### config.mk
export PLATFORM = sky130hd
export DESIGN_NAME = ram_bist
export DESIGN_NICKNAME = d
export VERILOG_FILES = /design/src/rtl/ram_bist_pkg.sv /design/src/rtl/ram_bist_patgen.sv /design/src/rtl/ram_bist.sv
export SDC_FILE = /design/constraint.sdc
export NUM_CORES = 1
export LEC_CHECK = 0
export CAP_MARGIN = 0
export CORE_AREA = 3 3 86 88
export CTS_CLUSTER_DIAMETER = 60
export DETAILED_ROUTE_END_ITERATION = 12
export DIE_AREA = 0 0 89 91
export PLACE_DENSITY = 0.69
export SLEW_MARGIN = 5
export SYNTH_ARGS = -nofsm -noshare
export SYNTH_HDL_FRONTEND = slang
export SYNTH_SLANG_ARGS = --single-unit
### constraint.sdc
create_clock -name clk -period 4.7 [get_ports clk]
set_clock_uncertainty 0.05 [all_clocks]
set_input_delay 1.175 -clock clk [delete_from_list [all_inputs] [get_ports clk]]
set_output_delay 1.175 -clock clk [all_outputs]
set_load 0.02 [all_outputs]
### src/rtl/ram_bist_pkg.sv
// Shared types, default widths and the address-to-pattern rule for the RAM BIST.
package ram_bist_pkg;

  localparam int DEF_ADDR_W = 10;
  localparam int DEF_DATA_W = 8;
  localparam int DEF_ERR_W  = 11;

  typedef enum logic [2:0] {
    ST_IDLE,
    ST_WRITE,
    ST_READ,
    ST_DRAIN,
    ST_DONE
  } state_e;

  // Caller truncates the result to the RAM data width.
  function automatic logic [31:0] expected_data(input logic [31:0] addr,
                                                input logic [31:0] step,
                                                input logic [31:0] seed);
    return addr * step + seed;
  endfunction

endpackage

### src/rtl/ram_bist_patgen.sv
// Pattern generator: expected data for the write address, plus a one-stage
// expected/address pipeline aligned with the RAM's synchronous read data.
module ram_bist_patgen
  import ram_bist_pkg::*;
#(
  parameter int ADDR_W = DEF_ADDR_W,
  parameter int DATA_W = DEF_DATA_W,
  parameter int STEP   = 2,
  parameter int SEED   = 0
) (
  input  logic              clk,
  input  logic              rst_n,
  input  logic [ADDR_W-1:0] gen_addr_i,
  output logic [DATA_W-1:0] exp_data_o,
  input  logic              rd_valid_i,
  input  logic [ADDR_W-1:0] rd_addr_i,
  output logic              pipe_valid_o,
  output logic [ADDR_W-1:0] pipe_addr_o,
  output logic [DATA_W-1:0] pipe_data_o
);

  logic              pipe_valid_d, pipe_valid_q;
  logic [ADDR_W-1:0] pipe_addr_d, pipe_addr_q;
  logic [DATA_W-1:0] pipe_data_d, pipe_data_q;

  always_comb begin
    exp_data_o   = DATA_W'(expected_data(32'(gen_addr_i), 32'(STEP), 32'(SEED)));
    pipe_valid_d = rd_valid_i;
    pipe_addr_d  = rd_addr_i;
    pipe_data_d  = DATA_W'(expected_data(32'(rd_addr_i), 32'(STEP), 32'(SEED)));
  end

  always_ff @(posedge clk) begin
    if (!rst_n) begin
      pipe_valid_q <= 1'b0;
      pipe_addr_q  <= '0;
      pipe_data_q  <= '0;
    end else begin
      pipe_valid_q <= pipe_valid_d;
      pipe_addr_q  <= pipe_addr_d;
      pipe_data_q  <= pipe_data_d;
    end
  end

  assign pipe_valid_o = pipe_valid_q;
  assign pipe_addr_o  = pipe_addr_q;
  assign pipe_data_o  = pipe_data_q;

endmodule

### src/rtl/ram_bist.sv
// RAM BIST initiator: writes a deterministic pattern to every address, reads
// it back through a synchronous-read RAM and reports pass/fail statistics.
module ram_bist
  import ram_bist_pkg::*;
#(
  parameter int ADDR_W = DEF_ADDR_W,
  parameter int DATA_W = DEF_DATA_W,
  parameter int STEP   = 2,
  parameter int SEED   = 0,
  parameter int ERR_W  = DEF_ERR_W
) (
  input  logic              clk,
  input  logic              rst_n,
  input  logic              start,
  input  logic              abort,
  output logic              busy,
  output logic              done,
  output logic              pass,
  output logic [ERR_W-1:0]  err_count,
  output logic [ADDR_W-1:0] first_err_addr,
  output logic [ADDR_W-1:0] mem_address,
  output logic [DATA_W-1:0] mem_data_in,
  input  logic [DATA_W-1:0] mem_data_out,
  output logic              mem_write,
  output logic              mem_select
);

  state_e            state_d, state_q;
  logic [ADDR_W-1:0] addr_d, addr_q;
  logic              busy_d, busy_q;
  logic              done_d, done_q;
  logic              pass_d, pass_q;
  logic [ERR_W-1:0]  err_d, err_q;
  logic [ADDR_W-1:0] first_d, first_q;
  logic [ADDR_W-1:0] mem_address_d, mem_address_q;
  logic [DATA_W-1:0] mem_data_in_d, mem_data_in_q;
  logic              mem_write_d, mem_write_q;
  logic              mem_select_d, mem_select_q;

  logic              rd_valid;
  logic [DATA_W-1:0] exp_data;
  logic              pipe_valid;
  logic [ADDR_W-1:0] pipe_addr;
  logic [DATA_W-1:0] pipe_data;

  ram_bist_patgen #(
    .ADDR_W (ADDR_W),
    .DATA_W (DATA_W),
    .STEP   (STEP),
    .SEED   (SEED)
  ) u_patgen (
    .clk          (clk),
    .rst_n        (rst_n),
    .gen_addr_i   (addr_q),
    .exp_data_o   (exp_data),
    .rd_valid_i   (rd_valid),
    .rd_addr_i    (mem_address_q),
    .pipe_valid_o (pipe_valid),
    .pipe_addr_o  (pipe_addr),
    .pipe_data_o  (pipe_data)
  );

  always_comb begin
    state_d       = state_q;
    addr_d        = addr_q;
    busy_d        = busy_q;
    done_d        = done_q;
    pass_d        = pass_q;
    err_d         = err_q;
    first_d       = first_q;
    mem_address_d = '0;
    mem_data_in_d = '0;
    mem_write_d   = 1'b0;
    mem_select_d  = 1'b0;
    rd_valid      = 1'b0;

    if (abort) begin
      state_d = ST_IDLE;
      addr_d  = '0;
      busy_d  = 1'b0;
      done_d  = 1'b0;
      pass_d  = 1'b0;
    end else begin
      // The piped compare runs on the edge after each read address was captured.
      if (pipe_valid && (pipe_data != mem_data_out)) begin
        if (err_q != '1) begin
          err_d = err_q + ERR_W'(1);
        end
        if (err_q == '0) begin
          first_d = pipe_addr;
        end
      end

      unique case (state_q)
        ST_IDLE, ST_DONE: begin
          if (start) begin
            state_d       = ST_WRITE;
            busy_d        = 1'b1;
            done_d        = 1'b0;
            pass_d        = 1'b0;
            err_d         = '0;
            first_d       = '0;
            mem_select_d  = 1'b1;
            mem_write_d   = 1'b1;
            mem_address_d = addr_q;
            mem_data_in_d = exp_data;
            addr_d        = addr_q + ADDR_W'(1);
          end
        end

        ST_WRITE: begin
          mem_select_d  = 1'b1;
          mem_address_d = addr_q;
          addr_d        = addr_q + ADDR_W'(1);
          if (addr_q == '0) begin
            state_d = ST_READ;
          end else begin
            mem_write_d   = 1'b1;
            mem_data_in_d = exp_data;
          end
        end

        ST_READ: begin
          rd_valid = 1'b1;
          if (addr_q == '0) begin
            state_d = ST_DRAIN;
          end else begin
            mem_select_d  = 1'b1;
            mem_address_d = addr_q;
            addr_d        = addr_q + ADDR_W'(1);
          end
        end

        ST_DRAIN: begin
          state_d = ST_DONE;
          busy_d  = 1'b0;
          done_d  = 1'b1;
          pass_d  = (err_d == '0);
        end

        default: begin
          state_d = ST_IDLE;
          addr_d  = '0;
          busy_d  = 1'b0;
          done_d  = 1'b0;
          pass_d  = 1'b0;
        end
      endcase
    end
  end

  always_ff @(posedge clk) begin
    if (!rst_n) begin
      state_q       <= ST_IDLE;
      addr_q        <= '0;
      busy_q        <= 1'b0;
      done_q        <= 1'b0;
      pass_q        <= 1'b0;
      err_q         <= '0;
      first_q       <= '0;
      mem_address_q <= '0;
      mem_data_in_q <= '0;
      mem_write_q   <= 1'b0;
      mem_select_q  <= 1'b0;
    end else begin
      state_q       <= state_d;
      addr_q        <= addr_d;
      busy_q        <= busy_d;
      done_q        <= done_d;
      pass_q        <= pass_d;
      err_q         <= err_d;
      first_q       <= first_d;
      mem_address_q <= mem_address_d;
      mem_data_in_q <= mem_data_in_d;
      mem_write_q   <= mem_write_d;
      mem_select_q  <= mem_select_d;
    end
  end

  assign busy           = busy_q;
  assign done           = done_q;
  assign pass           = pass_q;
  assign err_count      = err_q;
  assign first_err_addr = first_q;
  assign mem_address    = mem_address_q;
  assign mem_data_in    = mem_data_in_q;
  assign mem_write      = mem_write_q;
  assign mem_select     = mem_select_q;

endmodule
Word level (Yosys, flattened, before mapping)
Cells that the tools add are included.

Bits in registers: 76. Output and inout port bits: 44. Word-level logic and storage cells: 73.

Add/sub/neg operators: 2. Bitwise gates (word level): 3. Eq/ne operators: 10. Mux-type cells: 32. Reductions and logical operators: 11.

Operators by type and width (number): 2-to-1 mux 10 bit (8); 2-to-1 mux 11 bit (5); one-hot mux 10 bit (4 select lines) (1); one-hot mux 10 bit (3 select lines) (1); logical NOT 11 bit (2); 2-to-1 mux 8 bit (2); one-hot mux 8 bit (2 select lines) (1); one-hot mux 3 bit (4 select lines) (1); adder 11 x 1 -> 11 bit, second input constant (1); != test 11 bit, second input constant (1); adder 10 x 1 -> 10 bit, second input constant (1); logical NOT 10 bit (1); 2-to-1 mux 3 bit (3); one-hot mux 1 bit (3 select lines) (3); != test 2 bit, second input constant (4); != test 8 bit (1); == test 3 x 2 -> 1 bit, second input constant (2); AND reduction 3 bit (2); OR reduction 2 bit (3); 2-to-1 mux 1 bit (5); one-hot mux 1 bit (2 select lines) (2); == test 3 x 1 -> 1 bit, second input constant (1); == test 3 bit, second input constant (1); logical NOT 3 bit (1); other kinds (3) (5).

Logic depth before layout (Yosys ltp)
Gate-level depths: netlist of the first run.

Depth after elaboration: 6. Mapped depth: 8.

Cells and area by module
From an unflattened synthesis of the first run, not the netlist that was laid out.

Cell total of the unflattened synthesis: 335. Area total of the unflattened synthesis: 3035.4 µm².

Modules (own cells, without submodules): ram_bist (instances 1, seq. area each 1141.1 µm², area an instance 2611.3 µm², cells each 295); ram_bist_patgen (instances 1, seq. area each 220.2 µm², area an instance 424.2 µm², cells each 40).

Worst setup path after synthesis of the first run
OpenSTA, ideal clock, no wires.

Kind: input port to flip-flop. Start point: input port mem_data_out[6]. End point: register pass_q (netlist: pass). Library setup time: 84 ps. Data required time: 4566 ps. Path slack: 1780 ps. Path buffers: 1. Stages: 7. Data arrival time: 2786 ps. Path through: xor2_1 nor4_2 a21oi_2 buf_6 a2111oi_4 o221ai_2 o31ai_2.

Longest elaborated chain between the ends: 6.

Ends and longest elaborated chain: from (decl) (RTL line ram_bist.sv:23) `input logic [DATA_W-1:0] mem_data_out,`; != test 8 bit (RTL line ram_bist.sv:85) `if (pipe_valid && (pipe_data != mem_data_out)) begin`; logical AND 1 bit (RTL line ram_bist.sv:85); 2-to-1 mux 11 bit (RTL line ram_bist.sv:85); 2-to-1 mux 11 bit (RTL line ram_bist.sv:77) `if (abort) begin`; logical NOT 11 bit (RTL line ram_bist.sv:138) `pass_d = (err_d == '0);`; one-hot mux 1 bit (3 select lines) (RTL line ram_bist.sv:94) `unique case (state_q)`; to (signal assigned) (RTL line ram_bist.sv:170) `pass_q <= pass_d;`; to (decl) (RTL line ram_bist.sv:32) `logic pass_d, pass_q;`.

No other way between the ends. The select of a mux whose other input is x is not followed. A chain may end at the register's enable or synchronous reset.

Worst setup path after layout of the first run
Start point: input port mem_data_out[7]. End point: register pass_q (netlist: pass).

The elaborated chain is that of the path after synthesis.

==> summary.txt, run 1 <==
Outcome
  • Status: finished, final reports clean

Die
  • Starting Density: 44.0%
  • Row Count: 30
  • Die area: 8100 sq um
  • Die width: 89 um
  • Die Y: 91 um
  • I/O Pins: 56
  • Core Footprint: 6720 sq um

Placed design
  • Dpl cells: 439
  • DP Wirelength: 4.55 mm
  • I/O Buffers: 54
  • Routability congestion estimate: 0.881

Synthesis
  • Sequential area share after synthesis: 45.4%
  • Largest cells by area after synthesis: dfxtp_1 45%, and2_1 5.5%, xor2_1 3.6%
  • Mapped Nets: 336
  • Warnings, synthesis: 0
  • Library cells used by synthesis: 51
  • Top-area cell type share of the netlist area: 45.4%
  • Post-synth ARST share: 0%
  • Yosys top cell by area: dfxtp_1
  • Mapped Cells: 320
  • Number of synthesized flops with an enable pin: 0
  • Yosys reg bits: 67
  • Most used DFF post-synth: dfxtp_1
  • Syn_area_per_cell: 9.23 sq um
  • Netlist Area Pre-Place: 2950 sq um

STA
  • Final Hold Fails: 0
  • Achievable Freq: 305 MHz
  • WHS: 0.407 ns
  • Minimum clock period: 3.28 ns
  • RSZ-0062 raised after global routing: no
  • Total negative setup slack: 0 ns
  • Pin slew with the least headroom to its limit: 1.05 ns
  • Period utilization: 69.9%
  • Final setup vio count: 0
  • Rel. slew slack: 29.4%
  • Count of final max-slew check failures: 0

Clock tree
  • Hold buffer count at cts: 0
  • Reg clk slew, reported paths: 0.08 ns
  • CTS tree: done
  • Clk_lat worst skew: 0.34 ns
  • Post-CTS Setup Bufs: 0
  • # H-tree levels: 3
  • CTS sink count: 67
  • Gates resized, CTS repair: 0
  • Clock root buffer: clkbuf_8
  • Clock Tree Buf Depth: 2
  • TritonCTS buffer count: 9

Pwr
  • Pleak: 1.33 nW
  • PD cells: 300 nW/um^2
  • Largest vdd supply drop: 0.000171 V

Global routing
  • Congestion Overflow GR: 0
  • Met3 Resource Use GR: 3.81%
  • Vias in the first global route: 2148
  • Antenna violations before repair: 0
  • Met2 usage: 23.3%
  • Largest net degree at the start of global routing: 22
  • Total Routing Usage GR: 16.4%
  • Grt met1 use: 23.1%
  • First-pass GRT wire length: 10.4 mm
  • Layer with the highest usage: met2

Final layout
  • Most common cell after layout, fill and taps aside: dfxtp_1
  • Antenna Cells: 0
  • Non-Filler Instances: 455
  • NumNets Final: 386
  • Most frequent cells in the layout: 67 x dfxtp_1, 54 x clkdlybuf4s50_1, 26 x and2_1
  • Layout cells sized above 1: 9.60%
  • Fillers: 627
  • Synth-to-layout area growth: 26.2%

Job
  • MaxCap Viol Count: 0

Critical path
  • FF-to-FF Start: err_count[1]
  • Crit Path Class: in -> reg
  • Worst Path Max Fanout: 14
  • Crit path launch: mem_data_out[7]
  • CP required: 4.91 ns
  • Critical Path Start Type: input pin
  • Worst setup EP type: flip-flop
  • Critical Path AT: 3.50 ns

Detailed routing
  • Vias: 2386
  • Drt via density: 5.24
  • Drt pass-1 iters: 4
  • Total wire length: 6.45 mm
  • DRT iter0 DRCs: 107
  • # DRC: 0
  • DR WL/cell: 14.2 um
  • DRT antenna net count: 0

Min path
  • Min-Delay Path Class: reg -> reg
  • Min-delay src: mem_address[9]
-- state kept, by name, summed over array words and instances (netlist names) --
name / count
u_patgen.pipe_valid_o: 1
mem_write: 1
u_patgen.pipe_addr_o: 4
done: 1
err_count: 11
u_patgen.pipe_data_o: 6
mem_select: 1
addr_q: 10
pass: 1
mem_data_in: 7
first_err_addr: 10
state_q: 3
busy: 1
mem_address: 10
-- kinds of logic after synthesis --
family / count (synthesis) / synth area share, %
muxes: 2 / 0.762
xor gates and xnor gates: 16 / 4.74
adders and majority gates: 6 / 2.37
and+or+nand+nor: 140 / 27.0
buffers and inverters: 25 / 3.73
DFF: 67 / 45.4
other: 1 / 0.127
AOI/OAI and AO/OA: 63 / 15.9
-- path summary, 6_finish.rpt --
path	cells after the start	to	slack, ns
worst max-delay path	7	pass	1.42
worst min-delay path	1	u_patgen.pipe_addr_o[9]	0.41
worst max register to register	7	pass	1.99
worst min register to register	1	u_patgen.pipe_addr_o[9]	0.41
-- layout make-up --
| cell class | count | area, sq um | area share, % |
|---|---|---|---|
| clock inverter | 7 | 75.1 | 2.01 |
| tap | 80 | 100 | 2.68 |
| clock buffer | 9 | 124 | 3.32 |
| multi-input combinational | 228 | 1500 | 40.3 |
| timing repair buffer | 56 | 556 | 14.9 |
| sequential | 67 | 1340 | 36.0 |
| inverter | 8 | 30.0 | 0.805 |
-- per-stage QoR --
step | utilization (%) | power, mW | cell area [sq um] | setup slack, ns
floorplan | - | 0.626 | 2950 | 1.78
global placement | 52.5 | 0.649 | 3530 | 1.06
detailed placement | 52.5 | 0.650 | 3530 | 1.03
CTS | 55.5 | 1.13 | 3730 | 1.39
global route | 55.5 | 1.16 | 3730 | 1.31
finish | 55.5 | 1.12 | 3730 | 1.42
-- synth_stat cells, types with 2 or more instances --
cell and count:
dfxtp_1 67, and2_1 26, nor2_1 24, a21oi_1 15, nand2_1 14, nor2b_1 14
nor3_1 13, a22oi_1 12, xor2_1 12, clkbuf_1 11, nand3_1 9, o21ai_0 9
inv_1 8, and3_1 7, a31oi_1 6, nand4_1 6, a21boi_0 5, nand2b_1 5
buf_2 4, ha_1 4, xnor2_1 4, a211oi_1 3, and4_1 3, nand3b_1 3
nor3b_1 3, a2111oi_4 2, and2_2 2, and4_2 2, maj3_1 2, mux2_2 2
nor4_2 2, or3_1 2
-- critical path: stages --
cell             delay (ns)
clkdlybuf4s50_1        0.41
xor2_1                 0.17
nor4_2                 0.58
a21oi_2                0.32
and4_2                 0.31
or3_1                  0.35
o31ai_2                0.17
-- report_power, final --
part | internal [mW] | switching (mW) | total [mW]
sequential | 0.570 | 0.00338 | 0.574
clock | 0.248 | 0.232 | 0.481
combinational | 0.0261 | 0.0369 | 0.0630
-- per-layer routing --
metal	wire length [um]	part of all wire (%)
met1	3150	49
met2	2910	45
met3	269	4.2
met4	116	1.8
met5	0	0
No activity file was read; power rests on OpenSTA's default activity.
==> run 2, diff against run 1 <==
--- a/config.mk
+++ b/config.mk
@@ -10,7 +10,7 @@
 export CTS_CLUSTER_DIAMETER = 60
 export DETAILED_ROUTE_END_ITERATION = 12
 export DIE_AREA = 0 0 89 91
-export PLACE_DENSITY = 0.69
+export PLACE_DENSITY = 0.71
 export SLEW_MARGIN = 5
 export SYNTH_ARGS = -nofsm -noshare
 export SYNTH_HDL_FRONTEND = slang
==> constraint.sdc (replaced) <==
create_clock -name clk -period 3 [get_ports clk]
set_clock_uncertainty 0.05 [all_clocks]
set_input_delay 0.75 -clock clk [delete_from_list [all_inputs] [get_ports clk]]
set_output_delay 0.75 -clock clk [all_outputs]
set_load 0.02 [all_outputs]
==> run 2 against run 1 <==
  * Core utilization increased by 1.2 points
  * Worst setup slack worse by 1.0 ns
  * Worst hold slack improved by 0.011 ns
  * Clock power is 62% higher
  * Largest power group unchanged
  * Routed wire length increased by 5.9%
  * Global-route usage is 1.1 points higher
  * Via count up 2.2%
  * Combinational power up 65%
  * Non-clock buffer count up 10
  * Critical path type unchanged
  * Sequential share of layout area decreased by 0.79 points
  * Sequential power up 56%
==> summary.txt, run 2 (same netlist as run 1, synthesis figures left out) <==
STA
  • RSZ-0062 raised after global routing: no
  • Achievable Freq: 387 MHz
  • Count of final max-slew check failures: 0
  • Period utilization: 86.1%
  • Final Hold Fails: 0
  • Pin slew with the least headroom to its limit: 1.07 ns
  • Rel. slew slack: 28.1%
  • Minimum clock period: 2.58 ns
  • Total negative setup slack: 0 ns
  • Final setup vio count: 0

Clock tree
  • CTS sink count: 67
  • Gates resized, CTS repair: 0
  • Post-CTS Setup Bufs: 0
  • Hold buffer count at cts: 0
  • TritonCTS buffer count: 9
  • # H-tree levels: 3
  • Clock Tree Buf Depth: 2
  • CTS tree: done
  • Reg clk slew, reported paths: 0.08 ns
  • Clock root buffer: clkbuf_8
  • Clk_lat worst skew: 0.35 ns

Detailed routing
  • Vias: 2438
  • Drt pass-1 iters: 4
  • DRT antenna net count: 0
  • Drt via density: 5.24
  • DR WL/cell: 14.7 um
  • # DRC: 0
  • Total wire length: 6.83 mm
  • DRT iter0 DRCs: 146

Final layout
  • Antenna Cells: 0
  • Most common cell after layout, fill and taps aside: dfxtp_1
  • Most frequent cells in the layout: 67 x dfxtp_1, 54 x clkdlybuf4s50_1, 26 x and2_1
  • NumNets Final: 396
  • Max reg flops: 11
  • Synth-to-layout area growth: 29.1%
  • Layout cells sized above 1: 11.9%

Critical path
  • Slowest stage cell, crit path: nor4_2
  • Worst setup EP type: flip-flop
  • Worst path cell trace: clkdlybuf4s50_1 > xor2_1 > nor4_2 > buf_4 > a21oi_1 > mux2_2 > or3_1 > o31ai_2
  • Critical Path AT: 2.80 ns
  • CP required: 3.22 ns
  • CP peak stage delay: 0.43 ns
  • Worst Path Max Fanout: 3
  • Crit Path Class: in -> reg
  • Critical Path Start Type: input pin

Pwr
  • Comb pwr share: 5.8%
  • P_int: 1.34 mW
  • PD cells: 468 nW/um^2
  • Clock power share: 43.8%
  • Pleak: 1.38 nW
  • Reg power frac: 50.4%
  • Sw Ratio: 25.0%
  • Sw Pwr: 0.447 mW
  • PnR Total Power: 1.78 mW
  • Largest vdd supply drop: 0.000219 V

Die
  • Die Y: 91 um
  • Die width: 89 um
  • Row Count: 30
  • I/O Pins: 56
  • Die area: 8100 sq um
  • Core Footprint: 6720 sq um
  • Starting Density: 44.0%

Global routing
  • First-pass GRT wire length: 11.1 mm
  • Vias in the first global route: 2247
  • Congestion Overflow GR: 0
  • Total Routing Usage GR: 17.5%
  • Largest net degree at the start of global routing: 32
  • Antenna violations before repair: 0

Placed design
  • I/O Buffers: 54
  • Routability congestion estimate: 0.886
  • DP Wirelength: 4.66 mm

Job
  • MaxCap Viol Count: 0

Outcome
  • Status: finished, final reports clean

Min path
  • Min-Delay Path Class: reg -> reg
run 2: area by class of cell:
cell class | count | area [sq um]
repair buffers | 66 | 631
flip-flops and latches | 67 | 1340
clock buffers | 9 | 124
fillers | 599 | 2910
clock inverters | 7 | 83.8
inverters | 8 | 30.0
well taps | 80 | 100
multi-input cells | 228 | 1500
run 2: power by group through the flow:
stage               registers [mW]  clock network, mW  logic, mW
floorplan                    0.920                  0     0.0615
global placement             0.919                  0      0.103
detailed placement           0.919                  0      0.103
CTS                          0.898              0.803      0.104
global route                 0.899              0.837      0.114
finish                       0.898              0.780      0.104
run 2: stage by stage:
stage          worst slack [ns]  util (%)  std cells  area, sq um  hold WS [ns]
3_3_place_gp             0.0767      53.6        449         3600         0.397
3_5_place_dp             0.0252      53.6        449         3600         0.399
6_report                  0.417      56.7        465         3810         0.418
5_1_grt                   0.277      56.7        465         3810         0.447
2_1_floorplan             0.505         -        320         2950         0.412
4_1_cts                   0.395      56.7        465         3810         0.420
run 2: critical path, delay by kind of cell:
kind / cells / cell delay [ns]
and+or+nand+nor: 2 / 0.75
buffers and inverters: 2 / 0.62
muxes: 1 / 0.28
AOI/OAI and AO/OA: 2 / 0.23
xor gates and xnor gates: 1 / 0.17
run 2: metal layers:
layer / up-vias / part of all wire [%] / routed length (um) / GRT usage, %
li1: 1246 / - / - / -
met1: 1113 / 48 / 3250 / 24.3
met2: 65 / 45 / 3070 / 25.3
met3: 14 / 5.2 / 356 / 4.81
met4: 0 / 2.1 / 142 / 7.44
met5: - / 0 / 0 / 0
run 2: path summary, 6_finish.rpt:
kind	start	to	slack [ns]	cells past startpoint
max reg2reg	err_count[0]	pass	0.70	7
min	mem_address[4]	u_patgen.pipe_data_o[5]	0.42	1
max	mem_data_out[7]	pass	0.42	8
min reg2reg	mem_address[4]	u_patgen.pipe_data_o[5]	0.42	1
==> run 3, diff against run 2 <==
--- a/config.mk
+++ b/config.mk
@@ -5,11 +5,12 @@
 export SDC_FILE = /design/constraint.sdc
 export NUM_CORES = 1
 export LEC_CHECK = 0
+export ABC_AREA = 1
 export CAP_MARGIN = 0
-export CORE_AREA = 3 3 86 88
+export CORE_AREA = 3 3 90 92
 export CTS_CLUSTER_DIAMETER = 60
 export DETAILED_ROUTE_END_ITERATION = 12
-export DIE_AREA = 0 0 89 91
+export DIE_AREA = 0 0 93 95
 export PLACE_DENSITY = 0.71
 export SLEW_MARGIN = 5
 export SYNTH_ARGS = -nofsm -noshare
==> run 3 against run 2 <==
  * Routed wire length rose by 15%
  * Cell count grew 38%
  * Total power is 6.0% higher
  * Clock power is 8.6% higher
  * Sequential cell count did not move
  * Via count increased by 28%
  * Worst hold slack got worse by 0.034 ns
  * Die area grew 9.1%
  * Core utilization is 0.32 points lower
  * Sequential share of layout area fell by 2.6 points
  * Critical endpoint is now first_err_addr[3]
  * Largest cell class unchanged
==> summary.txt, run 3 <==
Final layout
  • Layout cells sized above 1: 9.02%
  • Most common cell after layout, fill and taps aside: nand2_1
  • Area of the multi-input gates: 1570 sq um
  • NumNets Final: 554
  • Fillers: 713
  • Antenna Cells: 0
  • Max reg flops: 11
  • Seq. cell area: 1340 sq um
  • Most frequent cells in the layout: 145 x nand2_1, 69 x inv_1, 67 x dfxtp_1
  • Synth-to-layout area growth: 25.2%

Synthesis
  • Yosys reg bits: 67
  • Mapped Nets: 498
  • Post-synth ARST share: 0%
  • Netlist Area Pre-Place: 3290 sq um
  • Library cells used by synthesis: 32
  • Number of synthesized flops with an enable pin: 0
  • Top-area cell type share of the netlist area: 40.8%
  • Largest cells by area after synthesis: dfxtp_1 41%, nand2_1 17%, inv_1 7.9%
  • Sequential area share after synthesis: 40.8%
  • Synth cell count leaders: 145 x nand2_1, 69 x inv_1, 67 x dfxtp_1
  • Yosys top cell by area: dfxtp_1
  • Mapped Cells: 482
  • Most used DFF post-synth: dfxtp_1
  • Syn_area_per_cell: 6.82 sq um
  • Count leader, synth: nand2_1
  • Warnings, synthesis: 0

Detailed routing
  • Drt via density: 4.87
  • Total wire length: 7.87 mm
  • Drt pass-1 iters: 4
  • Vias: 3127
  • DRT iter0 DRCs: 194
  • DR WL/cell: 12.3 um
  • DRT antenna net count: 0
  • # DRC: 0

Placed design
  • I/O Buffers: 54
  • Routability congestion estimate: 0.881
  • DP Wirelength: 5.78 mm

Clock tree
  • Gates resized, CTS repair: 0
  • CTS tree: done
  • Post-CTS Setup Bufs: 0
  • Clock Tree Buf Depth: 2
  • Clk_lat worst skew: 0.34 ns
  • TritonCTS buffer count: 9
  • CTS sink count: 67
  • # H-tree levels: 3
  • Clock root buffer: clkbuf_8
  • Reg clk slew, reported paths: 0.08 ns
  • Hold buffer count at cts: 0

Pwr
  • Largest vdd supply drop: 0.000322 V
  • PD cells: 459 nW/um^2
  • Pleak: 1.75 nW

Critical path
  • CP required: 3.18 ns
  • Crit path launch: mem_data_out[4]
  • Crit path to: first_err_addr[3]
  • Critical Path AT: 2.62 ns
  • Slowest stage cell, crit path: clkdlybuf4s50_1
  • Worst setup EP type: flip-flop
  • Worst path cell trace: clkdlybuf4s50_1 > inv_1 > nand2_1 > nand2_1 > nor2_1 > nand2_1 > nor2_1 > nor2_2 > nand2_2 > inv_2 > nand2_1 > o211ai_1 > a21oi_1
  • Critical R2R Capture: pass
  • FF-to-FF Start: err_count[0]
  • Path depth of the worst reg2reg path: 12
  • CP peak stage delay: 0.46 ns
  • Most used cell, CP: nand2_1
  • Crit Path Class: in -> reg
  • R2R setup slack: 0.69 ns
  • Worst Path Max Fanout: 15
  • Critical Path Start Type: input pin

Global routing
  • Total Routing Usage GR: 18.6%
  • Vias in the first global route: 2889
  • Antenna violations before repair: 0
  • Largest net degree at the start of global routing: 23
  • Congestion Overflow GR: 0
  • First-pass GRT wire length: 13.1 mm

STA
  • Count of final max-slew check failures: 0
  • Final Hold Fails: 0
  • Rel. slew slack: 45.6%
  • Period utilization: 81.5%
  • RSZ-0062 raised after global routing: no
  • Final setup vio count: 0
  • Achievable Freq: 409 MHz
  • Minimum clock period: 2.44 ns
  • Pin slew with the least headroom to its limit: 0.813 ns
  • WHS: 0.384 ns
  • Total negative setup slack: 0 ns

Job
  • MaxCap Viol Count: 0

Min path
  • Min-delay src: mem_address[0]
  • Min-Delay Path Class: reg -> reg

Die
  • Die width: 93 um
  • Core Footprint: 7290 sq um
  • Row Count: 31
  • Die area: 8840 sq um
  • Die Y: 95 um
  • Starting Density: 45.1%
  • I/O Pins: 56

Outcome
  • Status: finished, final reports clean
==> run 3: cell count changes in the layout (fill, tap and decap cells not counted), moves of 10 or more <==
cell and change:
nand2_1 +131, inv_1 +61, and2_1 -26, nand3_1 +20
a21oi_1 +17, nor2_1 +17, nor2b_1 -14, a22oi_1 -12
o21ai_0 +10
==> run 3: stage by stage <==
step / power [mW] / instances / utilization (%) / instance area, sq um / worst slack (ns)
3_3_place_gp: 1.06 / 626 / 53.3 / 3890 / 0.344
6_report: 1.89 / 642 / 56.4 / 4110 / 0.556
3_5_place_dp: 1.06 / 626 / 53.3 / 3890 / 0.268
2_1_floorplan: 1.01 / 482 / - / 3290 / 1.13
4_1_cts: 1.91 / 642 / 56.4 / 4110 / 0.582
5_1_grt: 1.96 / 642 / 56.4 / 4110 / 0.378
==> run 3: metal layers <==
layer | vias up | global-route usage (%) | share of wire [%] | routed length (um)
met4 | 0 | 7.81 | 2.1 | 162
met3 | 18 | 4.14 | 6.3 | 492
met1 | 1394 | 23.7 | 45 | 3560
li1 | 1615 | - | - | -
met2 | 100 | 30.6 | 46 | 3660
met5 | - | 0 | 0 | 0
==> run 3: worst max-delay path, delay by kind of cell <==
family | cells | cell delay, ns
AOI/OAI and AO/OA | 2 | 0.18
buffers and inverters | 3 | 0.79
and+or+nand+nor | 8 | 0.91
==> run 3: final cells by class <==
cell class / instances / area share [%]
clock buffer: 9 / 3.01
timing repair buffer: 58 / 13.9
sequential: 67 / 32.6
inverter: 76 / 6.93
multi-input combinational: 326 / 38.1
tap: 99 / 3.01
clock inverter: 7 / 2.43
==> run 3: cell families (layout without fill, tap and decap cells) <==
kind of cell	count (synthesis)	in the layout	share of synthesized area (%)
AOI/OAI and AO/OA	63	63	10.3
DFF	67	67	40.8
adders and majority gates	4	4	1.52
xor gates and xnor gates	7	7	1.87
buffers and inverters	89	150	11.5
and+or+nand+nor	251	251	34.0
other	1	1	0.114
==> run 3: power breakdown <==
group | total [mW] | internal, mW | switching, mW
Clock | 0.847 | 0.475 | 0.372
Combinational | 0.141 | 0.0505 | 0.0903
Sequential | 0.901 | 0.896 | 0.00540
Total | 1.89 | 1.42 | 0.468
==> run 3: worst min-delay path by stage <==
stage / to / slack [ns] / cells past startpoint
floorplan: mem_address[7] / 0.36 / 2
global placement: mem_address[7] / 0.37 / 2
detailed placement: u_patgen.pipe_data_o[1] / 0.38 / 2
CTS: mem_address[7] / 0.39 / 2
global route: u_patgen.pipe_data_o[5] / 0.42 / 2
finish: u_patgen.pipe_data_o[1] / 0.38 / 2
